`config.mk`:
```
export PLATFORM = sky130hd
export DESIGN_NAME = spi_reg_bridge
export DESIGN_NICKNAME = d
export VERILOG_FILES = /design/src/rtl/spi_reg_bridge.sv
export SDC_FILE = /design/constraint.sdc
export NUM_CORES = 1
export LEC_CHECK = 0
export ABC_AREA = 1
export CAP_MARGIN = 20
export CORE_MARGIN = 10
export CORE_UTILIZATION = 25
export DETAILED_ROUTE_END_ITERATION = 10
export SLEW_MARGIN = 40
export SYNTH_ARGS = -nofsm -noshare
export SYNTH_HDL_FRONTEND = slang
export SYNTH_SLANG_ARGS = --single-unit
```
`constraint.sdc`:
```
create_clock -name clk -period 1.9 [get_ports clk]
set_input_delay 0.57 -clock clk [delete_from_list [all_inputs] [get_ports clk]]
set_output_delay 0.57 -clock clk [all_outputs]
set_load 0.03 [all_outputs]
```
`src/rtl/spi_reg_bridge.sv`:
```
// SPI byte-stream to register-bus bridge: decodes a command byte, assembles
// write words MSB-first, issues read/write strobes and serves read bytes back.
module spi_reg_bridge #(
  parameter int ADDR_W     = 7,
  parameter int DATA_BYTES = 2
) (
  input  logic                    clk,
  input  logic                    rst,
  input  logic                    ena,
  input  logic                    spi_ss,
  input  logic [7:0]              rx_byte,
  input  logic                    rx_valid,
  output logic [7:0]              tx_byte,
  output logic [ADDR_W-1:0]       reg_addr,
  output logic [8*DATA_BYTES-1:0] reg_wdata,
  output logic                    reg_wr,
  output logic                    reg_rd,
  input  logic [8*DATA_BYTES-1:0] reg_rdata,
  output logic                    frame_abort
);

  localparam int WW = 8 * DATA_BYTES;
  localparam int CW = (DATA_BYTES > 1) ? $clog2(DATA_BYTES + 1) : 1;
  localparam logic [CW-1:0] LAST = CW'(DATA_BYTES - 1);

  typedef enum logic [1:0] {S_IDLE, S_CMD, S_WDATA, S_RDATA} state_t;

  state_t            state_q, state_d;
  logic [CW-1:0]     cnt_q, cnt_d;
  logic [ADDR_W-1:0] addr_q, addr_d;
  logic [WW-1:0]     wdata_q, wdata_d;
  logic [WW-1:0]     rword_q, rword_d;
  logic [7:0]        tx_q, tx_d;
  logic              wr_q, wr_d;
  logic              rd_q, rd_d;
  logic              cap_q, cap_d;
  logic              abort_q, abort_d;

  always_comb begin
    state_d = state_q;
    cnt_d   = cnt_q;
    addr_d  = addr_q;
    wdata_d = wdata_q;
    rword_d = rword_q;
    tx_d    = tx_q;
    wr_d    = wr_q;
    rd_d    = rd_q;
    cap_d   = cap_q;
    abort_d = abort_q;
    if (ena) begin
      wr_d    = 1'b0;
      rd_d    = 1'b0;
      abort_d = 1'b0;
      cap_d   = rd_q;
      // Address advances only after the write strobe has been seen on the bus.
      if (wr_q)
        addr_d = addr_q + ADDR_W'(1);
      if (cap_q && state_q == S_RDATA) begin
        rword_d = reg_rdata;
        tx_d    = reg_rdata[WW-1 -: 8];
      end
      if (spi_ss) begin
        state_d = S_IDLE;
        cnt_d   = '0;
        tx_d    = 8'h00;
        if (state_q == S_WDATA && cnt_q != '0)
          abort_d = 1'b1;
      end else begin
        case (state_q)
          S_IDLE: state_d = S_CMD;
          S_CMD: begin
            if (rx_valid) begin
              addr_d = rx_byte[ADDR_W-1:0];
              cnt_d  = '0;
              if (rx_byte[7]) begin
                state_d = S_RDATA;
                rd_d    = 1'b1;
              end else begin
                state_d = S_WDATA;
              end
            end
          end
          S_WDATA: begin
            if (rx_valid) begin
              wdata_d = (wdata_q << 8) | WW'(rx_byte);
              if (cnt_q == LAST) begin
                cnt_d = '0;
                wr_d  = 1'b1;
              end else begin
                cnt_d = cnt_q + CW'(1);
              end
            end
          end
          S_RDATA: begin
            if (rx_valid) begin
              if (cnt_q == LAST) begin
                cnt_d  = '0;
                addr_d = addr_q + ADDR_W'(1);
                rd_d   = 1'b1;
              end else begin
                cnt_d = cnt_q + CW'(1);
                tx_d  = 8'(rword_q >> (8 * (DATA_BYTES - 2 - int'(cnt_q))));
              end
            end
          end
          default: state_d = S_IDLE;
        endcase
      end
    end
  end

  always_ff @(posedge clk) begin
    if (rst) begin
      state_q <= S_IDLE;
      cnt_q   <= '0;
      addr_q  <= '0;
      wdata_q <= '0;
      rword_q <= '0;
      tx_q    <= 8'h00;
      wr_q    <= 1'b0;
      rd_q    <= 1'b0;
      cap_q   <= 1'b0;
      abort_q <= 1'b0;
    end else begin
      state_q <= state_d;
      cnt_q   <= cnt_d;
      addr_q  <= addr_d;
      wdata_q <= wdata_d;
      rword_q <= rword_d;
      tx_q    <= tx_d;
      wr_q    <= wr_d;
      rd_q    <= rd_d;
      cap_q   <= cap_d;
      abort_q <= abort_d;
    end
  end

  // Strobes are held internally while disabled but never reach the bus.
  assign reg_wr      = wr_q & ena;
  assign reg_rd      = rd_q & ena;
  assign frame_abort = abort_q & ena;
  assign reg_addr    = addr_q;
  assign reg_wdata   = wdata_q;
  assign tx_byte     = tx_q;

endmodule
```
==> results of run 1 <==
tightest hold or removal path, delay by kind of cell, from the launching register on:
kind / cells / cell delay, ps
AO/OA/AOI/OAI: 1 / 60
buffers and inverters: 1 / 60
flip-flops: 1 / 310
sequential cells by signal, indices dropped and copies added (netlist names), 2 cells and up:
| signal | count |
|---|---|
| reg_addr | 7 |
| reg_wdata | 16 |
| tx_byte | 8 |
| state_q | 2 |
| cnt_q | 2 |
| rword_q | 16 |
report_power, final:
part | total [W] | internal, W | switching (W)
Clock | 0.000704 | 0.000299 | 0.000405
Combinational | 0.000297 | 0.000136 | 0.000161
Sequential | 0.00118 | 0.00117 | 0.0000134
repair_timing:
| action | CTS | global route |
|---|---|---|
| resized for setup | 34 | 1 |
| buffers inserted | 1 | 0 |
| setup endpoints to repair | 34 | 9 |
| hold endpoints to repair | 0 | 0 |
| pin swaps | 0 | 1 |
| gates cloned | 0 | 0 |
layer usage:
| metal | vias up | share of wire [%] | track usage, % |
|---|---|---|---|
| met5 | - | 0 | 0 |
| met2 | 57 | 51 | 17.2 |
| met3 | 6 | 4.1 | 1.64 |
| met4 | 0 | 0.86 | 2.78 |
| li1 | 1500 | - | - |
| met1 | 1244 | 44 | 11.9 |
area by class of cell:
| cell class | count | area (µm²) | share of cell area [%] |
|---|---|---|---|
| clock buffer | 6 | 82.6 | 2.13 |
| clock inverter | 2 | 16.3 | 0.420 |
| inverter | 50 | 190 | 4.91 |
| multi-input combinational | 290 | 1410 | 36.5 |
| sequential | 55 | 1100 | 28.4 |
| tap | 140 | 175 | 4.52 |
| timing repair buffer | 94 | 895 | 23.1 |
worst max-delay path by stage:
stage,endpoint,slack [ps],depth (start not counted)
4_1_cts,tx_byte[0],80,9
3_3_place_gp,tx_byte[0],-200,9
3_5_place_dp,tx_byte[0],-240,9
5_1_grt,reg_addr[3],60,1
6_report,reg_rd,120,5
2_1_floorplan,reg_rd,230,3
logic make-up (layout without fill, tap and decap cells):
| family | Yosys count | in the layout | synth area share [%] |
|---|---|---|---|
| AND/OR/NAND/NOR | 175 | 175 | 27.2 |
| buffers and inverters | 67 | 152 | 10.0 |
| adder cells (fa/ha/maj) | 4 | 4 | 1.79 |
| XOR/XNOR | 3 | 3 | 0.941 |
| AO/OA/AOI/OAI | 108 | 108 | 20.7 |
| flip-flops | 55 | 55 | 39.4 |
through the flow:
stage | setup WS (ps) | util (%) | area, µm²
2_1_floorplan | 228 | - | 2790
3_3_place_gp | -198 | 34.9 | 3800
3_5_place_dp | -244 | 34.9 | 3800
4_1_cts | 75.3 | 35.5 | 3870
5_1_grt | 60.9 | 35.6 | 3870
6_report | 116 | 35.6 | 3870
cell usage after synthesis (2+ instances only):
master / n
nand2_1: 81
nor2_1: 61
dfxtp_1: 55
o21ai_0: 54
inv_1: 45
a21oi_1: 30
nand3_1: 22
clkbuf_1: 10
a211oi_1: 9
o21ai_1: 8
ha_1: 4
buf_2: 3
inv_2: 3
buf_4: 2
buf_6: 2
clkinv_2: 2
nand2_4: 2
nor2_4: 2
o211ai_1: 2
o22ai_1: 2
xnor2_1: 2
==> run metrics, run 1 <==
vias in the first global route=around 2600; flops & latches, synth=55; synthesized instance count=roughly 410; most frequent cells in the layout=nand2_1 (81), nor2_1 (61), dfxtp_1 (55), o21ai_0 (54), inv_1 (44); post-synth top area share=39.4%; worst r2r path cells=9; via/cell ratio=4.41; DRT Wirelength=~8200 µm; largest net degree at the start of global routing=32; fin cells=637; RR Endpoint=tx_byte[0]; worst-margin pin slew=~350 ps; run status=complete, no violations; maximum VDD drop=between 0.2 and 0.25 mV; DIE AREA=between 0.015 and 0.02 mm²; hold_buf cts=0; Initial Utilization=between 20% and 30%; final setup TNS=0 ps; num rows=38; Top FF cell, synth=dfxtp_1; Sink Count=55; clock root buffer master=clkbuf_8; Worst-Skew Late Latency=approximately 310 ps; RSZ-0062 raised after global routing=false; CP startpoint=ena; CP top delay family=buffers and inverters; Vias=2807; Hold Path Sink=rword_q[6]; NumNets Final=~530; Max FO, Critical Path=6; initial drt markers=roughly 180; most common cell after layout, fill and taps aside=nand2_1; relative max-transition margin=around 76%; largest cells by area after synthesis=dfxtp_1 (39%), nand2_1 (11%), o21ai_0 (9.7%); endpoints failing setup=0; Worst Hold Launch=rword_q[6]; CP cell instances=dlygate4sd2_1 > buf_6 > nand2_1 > inv_1 > buf_12; clock slew at reported path FFs=100 ps; global route total overflow=0; number of synthesized flops with an enable pin=0; antenna violations before repair=0; worst hold stages=2; PwrDens=approximately 560 mW/mm²; htree depth=2; CP required=~1300 ps; Synth cell types=32; CTS tree=done; DRT antenna net count=0; DP HPWL=6520 µm; Port-buffer cells=between 60 and 70; placed cell count=about 630; crit path kind=in2out; Crit Reg-Reg Startpoint=cnt_q[1]; Mapped Avg Cell Area=between 6 and 7 µm²; final period utilization=roughly 94%; share of cells above drive strength 1=between 10% and 20%; Ports=63; die height=around 130 µm; CP max-delay cell=dlygate4sd2_1; Ys Warns=0; first-pass GRT wire length=between 10000 and 15000 µm; CP max stage delay=approximately 240 ps; area leader, netlist=dfxtp_1; worst path bufs/invs=4; max cap viols=0; Synth async-reset ratio=0%; overall routing resource usage=around a tenth; Clock Path Buffers=2; fmax=between 500 and 600 MHz; CTS Buf Count=5; static leakage=about 1.7 nW; CP Capture Type=output port; Fin. Hold Viols=0; worst reg2reg setup slack=between 200 and 300 ps; worst hold path class=reg2reg; DR WL/cell=between 10 and 15 µm; RD Place Congestion=0.844; Final Max Slew Viols=0; DRC viols=0; First-pass DRT Iterations=4; Min Clock Period, post-route=1780 ps; Horiz. Die Dim=126 µm; # diodes=0; Layout area overhead=38.6%; sequential share of the synthesized area=39.4%; total power=around 0.0022 W; Worst EP arrival=between 1000 and 1500 ps; Mapped Nets=around 450; # fillers=approximately 1200; hold_ws=466 ps; synthesized cell area=between 0.002 and 0.003 mm²; CORE AREA=0.0109 mm²; Final Skew=between 7 and 8 ps; critical path launch point type=input port
Note: power is estimated with default switching activity, not from simulation.
==> inputs of run 2 (changes only) <==
Settings changed: SETUP_SLACK_MARGIN from default to 0.15, SKIP_LAST_GASP from default to 1.
==> run metrics, run 2 (same netlist as run 1, synthesis figures left out) <==
run status=complete, no violations (unchanged); endpoints failing setup=0 (unchanged); fin cells=637 (unchanged); worst reg2reg setup slack=350 ps (was 290 ps); Clock Path Buffers=2 (unchanged); Initial Utilization=25.6% (unchanged); CP max-delay cell=clkdlybuf4s15_1 (was dlygate4sd2_1); DRT antenna net count=0 (unchanged); max cap viols=0 (unchanged); clock root buffer master=clkbuf_8 (unchanged); Worst EP arrival=1130 ps (was 1210 ps); Finished Core Util=35.7% (was 35.6%); initial drt markers=200 (was 176); global route total overflow=0 (unchanged); CP cell instances=clkdlybuf4s15_1 > buf_6 > nand2_2 > inv_2 > buf_12 (was dlygate4sd2_1 > buf_6 > nand2_1 > inv_1 > buf_12); CTS tree=done (unchanged); final period utilization=89.3% (was 93.9%); RSZ-0062 raised after global routing=false (unchanged); DRC viols=0 (unchanged); DRT Wirelength=8200 µm (was 8160 µm); fmax=589 MHz (was 560 MHz); DP HPWL=6520 µm (unchanged); first-pass GRT wire length=13200 µm (about the same); Sink Count=55 (unchanged); RD Place Congestion=0.844 (unchanged); largest net degree at the start of global routing=32 (unchanged); Vias=2850 (was 2807); most frequent cells in the layout=nand2_1 (78), nor2_1 (59), o21ai_0 (54), dfxtp_1 (53), inv_1 (42) (was nand2_1 (81), nor2_1 (61), dfxtp_1 (55), o21ai_0 (54), inv_1 (44)); Layout area overhead=39.2% (was 38.6%); CP Capture Type=output port (unchanged); CP required=1330 ps (about the same); CTS Buf Count=5 (unchanged); vias in the first global route=2646 (was 2639); overall routing resource usage=9.83% (was 9.80%); num rows=38 (unchanged); critical path launch point type=input port (unchanged); NumNets Final=529 (unchanged); First-pass DRT Iterations=4 (unchanged); Port-buffer cells=62 (unchanged); Horiz. Die Dim=126 µm (unchanged); share of cells above drive strength 1=14.5% (was 11.9%); most common cell after layout, fill and taps aside=nand2_1 (unchanged); DR WL/cell=12.9 µm (was 12.8 µm); Final Skew=7.00 ps (was 7.31 ps); worst path bufs/invs=4 (unchanged); placed cell count=628 (unchanged); final setup TNS=0 ps (unchanged); Final Max Slew Viols=0 (unchanged); PwrDens=562 mW/mm² (was 563 mW/mm²); Post-DP Area=0.00380 mm² (unchanged); via/cell ratio=4.47 (was 4.41); DIE AREA=0.0158 mm² (unchanged); clock slew at reported path FFs=100 ps (about the same); crit path kind=in2out (unchanged); worst-margin pin slew=331 ps (was 353 ps); CORE AREA=0.0109 mm² (unchanged); worst hold path class=reg2reg (unchanged); Min Clock Period, post-route=1700 ps (was 1780 ps); Worst-Skew Late Latency=310 ps (about the same); Ports=63 (unchanged); antenna violations before repair=0 (unchanged); Final Cell Area=0.00389 mm² (was 0.00387 mm²); hold_ws=465 ps (was 466 ps); maximum VDD drop=0.252 mV (was 0.248 mV); htree depth=2 (unchanged); # diodes=0 (unchanged); relative max-transition margin=78.0% (was 76.5%); Max FO, Critical Path=6 (unchanged); die height=126 µm (unchanged); CP top delay family=buffers and inverters (unchanged); static leakage=1.74 nW (about the same); Fin. Hold Viols=0 (unchanged); CP max stage delay=180 ps (was 240 ps)
[run 2: cell type report]
cell class                      instances  area, µm²
Clock buffer                            6       82.6
Clock inverter                          2       16.3
Fill cell                            1164       7000
Inverter                               50        190
Multi-Input combinational cell        290       1430
Sequential cell                        55       1100
Tap cell                              140        175
Timing Repair Buffer                   94        888
[run 2: layer usage]
metal / up-vias / global-route usage (%) / part of all wire, %
li1: 1500 / - / -
met1: 1257 / 11.9 / 43
met2: 81 / 17.3 / 51
met3: 12 / 1.72 / 4.7
met4: 0 / 2.78 / 1.3
met5: - / 0 / 0
[run 2: report_power, final]
part	internal, W	switching [W]
Sequential	0.00117	0.0000140
Clock	0.000299	0.000406
Combinational	0.000136	0.000163
Total	0.00160	0.000583
[run 2: timing repair]
action | in CTS | in global routing
pin swaps | 1 | 1
setup endpoints to repair | 45 | 19
hold buffers | 0 | 0
cloned | 0 | 0
gates resized for setup | 43 | 13
buffers inserted | 1 | 0
[run 2: worst reg2reg max path, cell delays in order (launching register included)]
cell,delay (ps)
dfxtp_2,370
inv_1,90
ha_1,350
nor3_4,300
nand2_1,100
o21ai_1,90
nand2_1,60
a21oi_1,120
[run 2: path summary, 6_finish.rpt]
path,cells past startpoint,from,to
min,2,rword_q[6],rword_q[6]
min reg2reg,2,rword_q[6],rword_q[6]
max reg2reg,7,cnt_q[0],tx_byte[0]
max,5,ena,frame_abort
[run 2: per-stage QoR]
step,worst slack [ps],total power [W]
detailed placement,-244,0.00151
global placement,-198,0.00150
global route,163,0.00227
finish,202,0.00218
floorplan,228,0.00135
CTS,104,0.00221
==> variant, RTL diff (config.mk and constraints of run 1) <==
The parameter `ADDR_W` goes from 7 to 8.
--- a/src/rtl/spi_reg_bridge.sv
+++ b/src/rtl/spi_reg_bridge.sv
@@ -1,7 +1,7 @@
 // SPI byte-stream to register-bus bridge: decodes a command byte, assembles
 // write words MSB-first, issues read/write strobes and serves read bytes back.
 module spi_reg_bridge #(
-  parameter int ADDR_W     = 7,
+  parameter int ADDR_W     = 8,
   parameter int DATA_BYTES = 2
 ) (
   input  logic                    clk,
Interface: changed (resized reg_addr); port bits go from 63 to 64. No check against the original RTL was run, so the function may have changed too.
==> variant against run 1 <==
Sequential cell count grew 1; wire length grew 7.9%; hold slack lost 0.016 ns; core utilization grew 1.6 points; total power grew 24%; design area grew 5.4%; synthesized cell count grew 6.3%; synthesized area grew 1.8%; setup slack lost 0.084 ns; critical path type is now flop to output port; largest power group unchanged.
==> variant: results (changes against run 1) <==
Run status
  – Status: complete, no violations (unchanged)

Placed design
  – IO buf count: 63 (was 62)
  – RePlAce Congestion: 0.877 (was 0.844)
  – Area post-placement: 3820 um^2 (was 3800 um^2)
  – Hpwl dp: 6760 um (was 6520 um)

Min path
  – Worst Hold Class: flop to flop (unchanged)

Synthesis
  – Adder-Cell Fraction of Synth Area: 0.0176 (was 0.0179)
  – Number of synthesized flops with an enable pin: 0 (unchanged)
  – Seq/Total Area, Yosys: 0.394 (about the same)
  – XOR/XNOR Fraction of Synth Area: 0.00616 (was 0.00941)
  – Top cells by area, synth: dfxtp_1 (39%), nand2_1 (14%), o21ai_0 (10%) (was dfxtp_1 (39%), nand2_1 (11%), o21ai_0 (9.7%))
  – Compound-Gate Fraction of Synth Area: 0.210 (was 0.207)
  – Syn_nets: 471 (was 445)
  – Commonest cells in the netlist: nand2_1 (108), nor2_1 (73), o21ai_0 (59) (was nand2_1 (81), nor2_1 (61), dfxtp_1 (55))
  – Library cells used by synthesis: 27 (was 32)

Clock tree
  – Clk buf depth: 2 (unchanged)
  – CTS clk-pin slew, worst paths: 0.07 ns (was 0.10 ns)
  – Root buffer cell: clkbuf_16 (was clkbuf_8)
  – Worst skew pair latency: 0.30 ns

Setup path
  – CP max-delay cell: clkdlybuf4s50_1 (was dlygate4sd2_1)
  – Max FO, Critical Path: 2 (was 6)
  – Crit path largest cell delay: 0.67 ns (was 0.24 ns)
  – Cell family contributing the most delay on the critical path: buffers and inverters (unchanged)
  – Arrival time worst endpoint: 1.30 ns (was 1.21 ns)

Route
  – Routed length per instance: 13.2 um (was 12.8 um)
  – DRT iter0 DRCs: 266 (was 176)
  – Via count: 3,066 (was 2,807)
  – Final ANT Viol Nets: 0 (unchanged)

Power and ir drop
  – Maximum vdd ir drop: 376 uV (was 248 uV)
  – Sequential power share: 0.443 (was 0.541)
  – Design internal power: 0.00208 W (was 0.00160 W)
  – Combinational share of power: 0.118 (was 0.136)
  – Static leakage: 1.86 nW (was 1.74 nW)
  – NetSw: 0.000621 W (was 0.000579 W)

Layout
  – Register area: 1120 um^2 (was 1100 um^2)
  – Fillers: 1,164 (was 1,165)
  – Layout cells sized above 1: 0.129 (was 0.119)
  – Nets: 559 (was 529)

Global route
  – First-pass GRT wire length: 14,600 um (was 13,200 um)
  – Largest net degree at the start of global routing: 25 (was 32)
  – Vias in the first global route: 2,962 (was 2,639)
  – Antenna violations before repair: 0 (unchanged)
  – Gr usage total: 0.108 (was 0.0980)

Timing
  – Rel. slew slack: 0.777 (was 0.765)
  – Final Skew: 0.00662 ns (was 0.00731 ns)
  – Setup TNS: 0 ns (unchanged)
variant: changes by cell type after synthesis, sizes merged, moves of 2 or more:
| cell | delta |
|---|---|
| nand2 | +26 |
| o21ai | -3 |
| clkbuf | +2 |
| inv | -8 |
| clkinv | -2 |
| a31oi | +2 |
| nor2 | +10 |
| nand3 | -8 |
| o211ai | +3 |
| a21oi | +6 |
| nand4 | +2 |
| o31ai | +2 |
| a211oi | -4 |
variant: metal layers:
metal / global-route usage / up-vias / part of all wire
met1: 0.136 / 1386 / 0.47
met2: 0.173 / 78 / 0.45
met5: 0 / - / 0
li1: - / 1593 / -
met3: 0.0346 / 9 / 0.073
met4: 0.0328 / 0 / 0.013
variant: final timing paths:
check                startpoint       endpoint  slack [ns]  cells after the start
setup / recovery  reg_wdata[12]  reg_wdata[12]        0.03                      1
hold reg to reg     rword_q[14]    rword_q[14]        0.45                      2
setup reg to reg       cnt_q[0]     tx_byte[7]        0.28                      7
hold / removal      rword_q[14]    rword_q[14]        0.45                      2
variant: per-stage QoR:
| stage | instances | setup WS, ns |
|---|---|---|
| CTS | 665 | 0.00358 |
| global placement | 655 | -0.171 |
| detailed placement | 655 | -0.215 |
| global route | 666 | 0.000982 |
| floorplan | 438 | 0.0475 |
| finish | 666 | 0.0322 |
variant: what timing repair did:
action | CTS | global route
hold endpoints to repair | 0 | 0
endpoints found under the setup margin | 24 | 16
pin swaps | 0 | 1
gates resized for setup | 35 | 11
hold buffers | 0 | 0
setup buffers | 3 | 1
variant: final cells by class:
cell class                      count  area share
Clock buffer                        5      0.0307
Clock inverter                      2      0.0147
Inverter                           40      0.0374
Multi-Input combinational cell    322       0.372
Sequential cell                    56       0.275
Tap cell                          140      0.0429
Timing Repair Buffer              101       0.227
